===== config.mk =====
export PLATFORM = sky130hd
export DESIGN_NAME = sift_histo_stream_reader_flat
export DESIGN_NICKNAME = d
export VERILOG_FILES = /design/src/rtl/sift_histo_stream_reader_if.sv /design/src/rtl/sift_histo_stream_reader.sv /design/src/flat_wrapper.sv
export SDC_FILE = /design/constraint.sdc
export NUM_CORES = 1
export LEC_CHECK = 0
export ABC_CLOCK_PERIOD_IN_PS = 37900
export CAP_MARGIN = 20
export CORE_AREA = 2 2 239 241
export CTS_CLUSTER_SIZE = 20
export DETAILED_ROUTE_END_ITERATION = 6
export DIE_AREA = 0 0 241 243
export GPL_ROUTABILITY_DRIVEN = 0
export PLACE_DENSITY = 0.72
export SETUP_SLACK_MARGIN = 0.02
export SYNTH_ARGS = -nofsm -noshare
export SYNTH_HDL_FRONTEND = slang
export SYNTH_SLANG_ARGS = --single-unit

===== constraint.sdc =====
create_clock -name clk -period 37.9 [get_ports clk]
set_clock_uncertainty 0.2 [all_clocks]
set_input_delay 5.685 -clock clk [delete_from_list [all_inputs] [get_ports clk]]
set_output_delay 5.685 -clock clk [all_outputs]
set_load 0.05 [all_outputs]

===== src/rtl/sift_histo_stream_reader_if.sv =====
// Bundle of the descriptor-capture handshake, the beat stream and the per-region peak report
// for sift_histo_stream_reader. slave = the reader block, master = its surroundings.
interface sift_histo_stream_reader_if #(
  parameter int histoDataW = 8,
  parameter int histoL     = 8,
  parameter int regionN    = 9
);
  localparam int RGN_W = $clog2(regionN);
  localparam int BIN_W = $clog2(histoL);

  logic                                 in_valid;
  logic                                 in_ready;
  logic [regionN*histoL*histoDataW-1:0] histo_in;
  logic                                 out_valid;
  logic                                 out_ready;
  logic [histoDataW-1:0]                bin_data;
  logic [RGN_W-1:0]                     bin_region;
  logic [BIN_W-1:0]                     bin_idx;
  logic                                 region_last;
  logic                                 desc_last;
  logic                                 peak_valid;
  logic [RGN_W-1:0]                     peak_region;
  logic [BIN_W-1:0]                     peak_bin;
  logic [histoDataW-1:0]                peak_mag;

  modport slave (
    input  in_valid, histo_in, out_ready,
    output in_ready, out_valid, bin_data, bin_region, bin_idx, region_last, desc_last,
           peak_valid, peak_region, peak_bin, peak_mag
  );

  modport master (
    output in_valid, histo_in, out_ready,
    input  in_ready, out_valid, bin_data, bin_region, bin_idx, region_last, desc_last,
           peak_valid, peak_region, peak_bin, peak_mag
  );
endinterface


===== src/rtl/sift_histo_stream_reader.sv =====
// Captures one regionN x histoL descriptor, streams it one bin per beat and reports each region's argmax.
// Optional macro DESC_CLAMP_EN: saturate streamed bins at CLAMP_MAX (peak tracker stays on raw values).
module sift_histo_stream_reader #(
  parameter int histoDataW = 8,
  parameter int histoL     = 8,
  parameter int regionN    = 9,
  parameter int CLAMP_MAX  = 51
) (
  input  logic                     clk,
  input  logic                     rst_n,
  sift_histo_stream_reader_if.slave bus
);
  localparam int NBEATS = regionN * histoL;
  localparam int RGN_W  = $clog2(regionN);
  localparam int BIN_W  = $clog2(histoL);
  localparam int PTR_W  = $clog2(NBEATS);

  typedef enum logic {IDLE, STREAM} state_t;

  state_t                r_state, w_state_nxt;
  logic                  w_in_ready, w_out_valid, w_capture, w_xfer;
  logic                  w_region_last, w_desc_last;
  logic [histoDataW-1:0] r_buf [NBEATS];
  logic [RGN_W-1:0]      r_region;
  logic [BIN_W-1:0]      r_bin;
  logic [PTR_W-1:0]      r_ptr;
  logic [histoDataW-1:0] w_raw, w_bin_out;
  logic [histoDataW-1:0] r_max_mag, w_max_mag_nxt;
  logic [BIN_W-1:0]      r_max_bin, w_max_bin_nxt;
  logic                  r_peak_valid;
  logic [RGN_W-1:0]      r_peak_region;
  logic [BIN_W-1:0]      r_peak_bin;
  logic [histoDataW-1:0] r_peak_mag;

  // NOTE: sequential state uses non-blocking assignments so every register samples pre-edge values.
  always_ff @(posedge clk or negedge rst_n) begin
    if (!rst_n) r_state <= IDLE;
    else        r_state <= w_state_nxt;
  end

  // NOTE: every always_comb output gets a default first, so no path can infer a latch.
  always_comb begin
    w_state_nxt = r_state;
    w_in_ready  = 1'b0;
    w_out_valid = 1'b0;
    unique case (r_state)
      IDLE: begin
        w_in_ready = 1'b1;
        if (bus.in_valid) w_state_nxt = STREAM;
      end
      STREAM: begin
        w_out_valid = 1'b1;
        if (bus.out_ready && w_desc_last) w_state_nxt = IDLE;
      end
    endcase
  end

  assign w_capture     = w_in_ready & bus.in_valid;
  assign w_xfer        = w_out_valid & bus.out_ready;
  assign w_region_last = (r_bin == BIN_W'(histoL - 1));
  assign w_desc_last   = (r_ptr == PTR_W'(NBEATS - 1));

  // Counters return to zero after the final beat, so IDLE always presents region 0, bin 0.
  always_ff @(posedge clk or negedge rst_n) begin
    if (!rst_n) begin
      r_region <= '0;
      r_bin    <= '0;
      r_ptr    <= '0;
    end else if (w_capture) begin
      r_region <= '0;
      r_bin    <= '0;
      r_ptr    <= '0;
    end else if (w_xfer) begin
      r_ptr <= w_desc_last ? '0 : r_ptr + 1'b1;
      r_bin <= w_region_last ? '0 : r_bin + 1'b1;
      if (w_region_last) r_region <= w_desc_last ? '0 : r_region + 1'b1;
    end
  end

  // NOTE: the snapshot buffer has no reset; its contents only reach outputs while out_valid is high.
  always_ff @(posedge clk) begin
    if (w_capture) begin
      for (int i = 0; i < NBEATS; i++) r_buf[i] <= bus.histo_in[i*histoDataW +: histoDataW];
    end
  end

  assign w_raw = r_buf[r_ptr];

`ifdef DESC_CLAMP_EN
  assign w_bin_out = (w_raw > histoDataW'(CLAMP_MAX)) ? histoDataW'(CLAMP_MAX) : w_raw;
`else
  assign w_bin_out = w_raw;
`endif

  // Bin 0 reloads the running max; later bins replace it only when strictly larger.
  always_comb begin
    w_max_mag_nxt = r_max_mag;
    w_max_bin_nxt = r_max_bin;
    if (r_bin == '0 || w_raw > r_max_mag) begin
      w_max_mag_nxt = w_raw;
      w_max_bin_nxt = r_bin;
    end
  end

  always_ff @(posedge clk or negedge rst_n) begin
    if (!rst_n) begin
      r_max_mag     <= '0;
      r_max_bin     <= '0;
      r_peak_valid  <= 1'b0;
      r_peak_region <= '0;
      r_peak_bin    <= '0;
      r_peak_mag    <= '0;
    end else begin
      r_peak_valid <= w_xfer & w_region_last;
      if (w_xfer) begin
        r_max_mag <= w_max_mag_nxt;
        r_max_bin <= w_max_bin_nxt;
      end
      if (w_xfer && w_region_last) begin
        r_peak_region <= r_region;
        r_peak_bin    <= w_max_bin_nxt;
        r_peak_mag    <= w_max_mag_nxt;
      end
    end
  end

  assign bus.in_ready    = w_in_ready;
  assign bus.out_valid   = w_out_valid;
  assign bus.bin_data    = w_out_valid ? w_bin_out : '0;
  assign bus.bin_region  = r_region;
  assign bus.bin_idx     = r_bin;
  assign bus.region_last = w_out_valid & w_region_last;
  assign bus.desc_last   = w_out_valid & w_desc_last;
  assign bus.peak_valid  = r_peak_valid;
  assign bus.peak_region = r_peak_region;
  assign bus.peak_bin    = r_peak_bin;
  assign bus.peak_mag    = r_peak_mag;
endmodule


===== src/flat_wrapper.sv =====
// flat-port wrapper written by rule: the top's interface ports become plain ports
module sift_histo_stream_reader_flat 
#(
  parameter int histoDataW = 8,
  parameter int histoL     = 8,
  parameter int regionN    = 9,
  parameter int CLAMP_MAX  = 51
)
  (clk, rst_n, bus_in_valid, bus_histo_in, bus_out_ready, bus_in_ready, bus_out_valid, bus_bin_data, bus_bin_region, bus_bin_idx, bus_region_last, bus_desc_last, bus_peak_valid, bus_peak_region, bus_peak_bin, bus_peak_mag);
  sift_histo_stream_reader_if #(.histoDataW(histoDataW), .histoL(histoL), .regionN(regionN)) bus_i ();
  input  logic clk;
  input  logic rst_n;
  input wire logic [$bits(bus_i.in_valid)-1:0] bus_in_valid;
  input wire logic [$bits(bus_i.histo_in)-1:0] bus_histo_in;
  input wire logic [$bits(bus_i.out_ready)-1:0] bus_out_ready;
  output wire logic [$bits(bus_i.in_ready)-1:0] bus_in_ready;
  output wire logic [$bits(bus_i.out_valid)-1:0] bus_out_valid;
  output wire logic [$bits(bus_i.bin_data)-1:0] bus_bin_data;
  output wire logic [$bits(bus_i.bin_region)-1:0] bus_bin_region;
  output wire logic [$bits(bus_i.bin_idx)-1:0] bus_bin_idx;
  output wire logic [$bits(bus_i.region_last)-1:0] bus_region_last;
  output wire logic [$bits(bus_i.desc_last)-1:0] bus_desc_last;
  output wire logic [$bits(bus_i.peak_valid)-1:0] bus_peak_valid;
  output wire logic [$bits(bus_i.peak_region)-1:0] bus_peak_region;
  output wire logic [$bits(bus_i.peak_bin)-1:0] bus_peak_bin;
  output wire logic [$bits(bus_i.peak_mag)-1:0] bus_peak_mag;
  assign bus_i.in_valid = bus_in_valid;
  assign bus_i.histo_in = bus_histo_in;
  assign bus_i.out_ready = bus_out_ready;
  assign bus_in_ready = bus_i.in_ready;
  assign bus_out_valid = bus_i.out_valid;
  assign bus_bin_data = bus_i.bin_data;
  assign bus_bin_region = bus_i.bin_region;
  assign bus_bin_idx = bus_i.bin_idx;
  assign bus_region_last = bus_i.region_last;
  assign bus_desc_last = bus_i.desc_last;
  assign bus_peak_valid = bus_i.peak_valid;
  assign bus_peak_region = bus_i.peak_region;
  assign bus_peak_bin = bus_i.peak_bin;
  assign bus_peak_mag = bus_i.peak_mag;
  sift_histo_stream_reader #(.histoDataW(histoDataW), .histoL(histoL), .regionN(regionN), .CLAMP_MAX(CLAMP_MAX)) u_core (.clk(clk), .rst_n(rst_n), .bus(bus_i));
endmodule

==> impl_metrics.tcl <==
set metrics [dict create \
    pwr-share-seq 0.409 \
    status "completed" \
    synthTopCellsByArea "edfxtp_1 71%, mux4_2 10%, dfrtp_1 4.3%" \
    drt_wl_total_um 74000 \
    fp.dieW_um 241 \
    p_int_mw 1.34 \
    grt_usage 0.251 \
    n_fill_cell 4186 \
    start_kind "register" \
    gr-total-overflow 0 \
    switching_share 0.299 \
    h-tree-depth 3 \
    antenna_found_initial 25 \
    cts_setup_buffers 0 \
    routedWlPerCell_um 27.5 \
    synth.distinct_cells 59 \
    clk_latency_ps 600 \
    finalInstanceArea_um2 33400 \
    grt_max_degree 200 \
    report.final.slew_viol_count 0 \
    p_switching_mw 0.570 \
    crit_required_ps 32010 \
    finalNetCount 2462 \
    drcViolationCount 0 \
    design.die.area_um2 58600 \
    synth-async-reset-ratio 0.0680 \
    rows 87 \
    hold_path_end "u_core.bus.peak_region[0]" \
    finalSetupViolCount 0 \
    seq_area_um2 18400 \
    yosysSeqAreaShare 0.757 \
    yosys_warnings 0 \
    reg2reg_to "u_core.r_max_mag[3]" \
    whs_path_depth 2 \
    tritoncts "yes" \
    tightestPinTransition_ps 1170 \
    postRouteAntennaNets 0 \
    globalRouteMet1Util 0.297 \
    synth_cells 1230 \
    arrival_ps 5340 \
    cts-resized-gates 0 \
    start_util 0.433 \
    via_per_inst 5.38 \
    io-pin-count 615 \
    ir_drop_mv 0.0397 \
    yosysTopAreaCell "edfxtp_1" \
    clock_sinks 618 \
    hold_viol 0 \
    fp.dieH_um 243 \
    grt_use_met2 0.422 \
    yosysMostFrequentCell "edfxtp_1" \
    io_buffers 614 \
    cts.path.max_buffers 3 \
    power_leakage_nw 11.1 \
    drt-initial-drc-count 1230 \
    synth_edf_count 576 \
    worst_hold_path_type "reg2reg" \
    grt_setup_unrepaired "no" \
    fin_crit_sh 0.296 \
    area.growth.synth_to_final_pct 37.6 \
    clkPwrFrac 0.323 \
    place_area_um2 31200 \
    power.density_nw_per_um2 57.3 \
    p_comb_frac 0.268 \
    drive_gt1_frac 0.138 \
    vias 14500 \
    synth_area_um2 24200 \
    critPathKind "reg2out" \
    first_pass_iters 6 \
    r2r_cells 13 \
    multiInputGateArea_um2 5520 \
    r2r_slack_ps 31740 \
    maxCapViolations 0 \
    worstPathMaxFanout 40 \
    grt_pass1_vias 15200 \
    timing.fmax_mhz 89.1 \
    holdBufCountCts 0 \
    relSlewSlack 0.218 \
    dp_hpwl_um 54400 \
    timing.setup.tns_ps 0 \
    grt_use_met3 0.0777 \
    worstHoldStart "u_core.bus.peak_region[0]" \
    synth_top_cell_area_share 0.713 \
    r2r-start "u_core.r_ptr[0]" \
    fp.coreArea_um2 56000 \
    synth-seq-cells 618 \
    cts_buffers 66 \
    root_buffer "clkbuf_16" \
    avgSynthCellArea_um2 19.7 \
    worstSetupEndpointType "primary output" \
    clk_pin_slew_ps 60 \
    synth_fp_nets 1823 \
    grt_pass1_wl_um 103000 \
    synthTopCellsByCount "576 x edfxtp_1, 113 x mux4_2, 76 x mux2i_1, 64 x nand2_1, 42 x dfrtp_1" \
    synth_top_flop_cell "edfxtp_1" \
    min_period_ps 11220 \
    top_usage_layer "met2" \
]
per-stage QoR:
stage	setup slack (ps)	cells	hold WS, ps	util	total power [mW]
finish	26680	2694	275	0.596	1.91
global route	26360	2689	293	0.596	1.98
CTS	26510	2673	277	0.595	1.92
detailed placement	26440	2554	263	0.558	1.31
global placement	26640	2550	258	0.557	1.30
floorplan	13730	1230	249	-	1.10
how the worst max path moves through the flow:
stage	from	to	slack, ps	depth (start not counted)
finish	u_core.r_ptr[0]	bus_bin_data[2]	26680	7
global route	u_core.r_ptr[0]	bus_bin_data[2]	26360	7
CTS	u_core.r_ptr[0]	bus_bin_data[2]	26510	7
detailed placement	bus_in_valid	u_core.r_buf[43][7]	26440	7
global placement	bus_in_valid	u_core.r_buf[60][6]	26640	7
floorplan	bus_in_valid	u_core.r_ptr[3]	13730	5
layout make-up:
type / count / share of cell area
sequential: 618 / 0.550
tap: 756 / 0.0283
timing repair buffer: 635 / 0.191
inverter: 20 / 0.00225
clock inverter: 37 / 0.00979
antenna: 18 / 0.00135
multi-input combinational: 528 / 0.165
clock buffer: 82 / 0.0519
layer usage:
layer  share of wire  wire length (µm)
met3           0.087              6420
met2            0.51             38000
met4           0.037              2720
met1            0.36             26800
met5          0.0018               133
power groups by stage:
stage | combinational, mW | clock (mW) | sequential, mW
6_report | 0.512 | 0.618 | 0.781
5_1_grt | 0.544 | 0.654 | 0.783
4_1_cts | 0.514 | 0.628 | 0.781
3_5_place_dp | 0.512 | 0 | 0.795
3_3_place_gp | 0.503 | 0 | 0.795
2_1_floorplan | 0.278 | 0 | 0.819
worst max-delay path, stage by stage (launching register included):
cell and delay [ps]:
dfrtp_4 930, buf_4 730, nand3b_1 920, o22a_1 480, o2111ai_1 110, o2111ai_1 160
nor3_1 360, clkdlybuf4s50_1 950
logic make-up (layout without fill, tap and decap cells):
| kind of cell | count (synthesis) | in the layout | synth area share |
|---|---|---|---|
| xor+xnor | 1 | 1 | 0.000361 |
| simple gates | 147 | 147 | 0.0287 |
| other cells | 0 | 18 | 0 |
| fa+ha+maj | 13 | 13 | 0.00671 |
| buf+inv | 84 | 774 | 0.0165 |
| mux | 208 | 208 | 0.145 |
| compound gates | 159 | 159 | 0.0458 |
| flops | 618 | 618 | 0.757 |
sequential cells by signal (all words and copies together), names as in the netlist:
name                    flops
u_core.r_max_mag            8
u_core.bus.peak_mag         8
u_core.bus.peak_valid       1
u_core.bus.peak_region      4
u_core.bus.bin_region       4
u_core.bus.peak_bin         3
u_core.bus.bin_idx          3
u_core.r_max_bin            3
u_core.r_buf              576
u_core.r_ptr                7
u_core.r_state              1
layout by cell type (no fill, tap or decap), types with 5 or more instances in the layout:
cell type,count
dfrtp_1,39
o22ai_1,7
clkbuf_1,15
a31oi_1,5
a221oi_1,9
mux4_2,113
ha_1,13
nand3_1,13
o31ai_1,8
clkinv_1,16
nand2_1,64
mux2_2,19
clkbuf_16,67
a21oi_1,32
o2111ai_1,6
nor2b_1,5
mux2i_1,76
a22oi_1,21
clkinv_2,10
and2_1,8
o221ai_1,8
nand4_1,6
clkdlybuf4s50_1,613
o21ai_0,26
buf_4,14
edfxtp_1,576
nor2_1,24
inv_1,17
diode_2,18
Power figures use the tool's default switching activity.
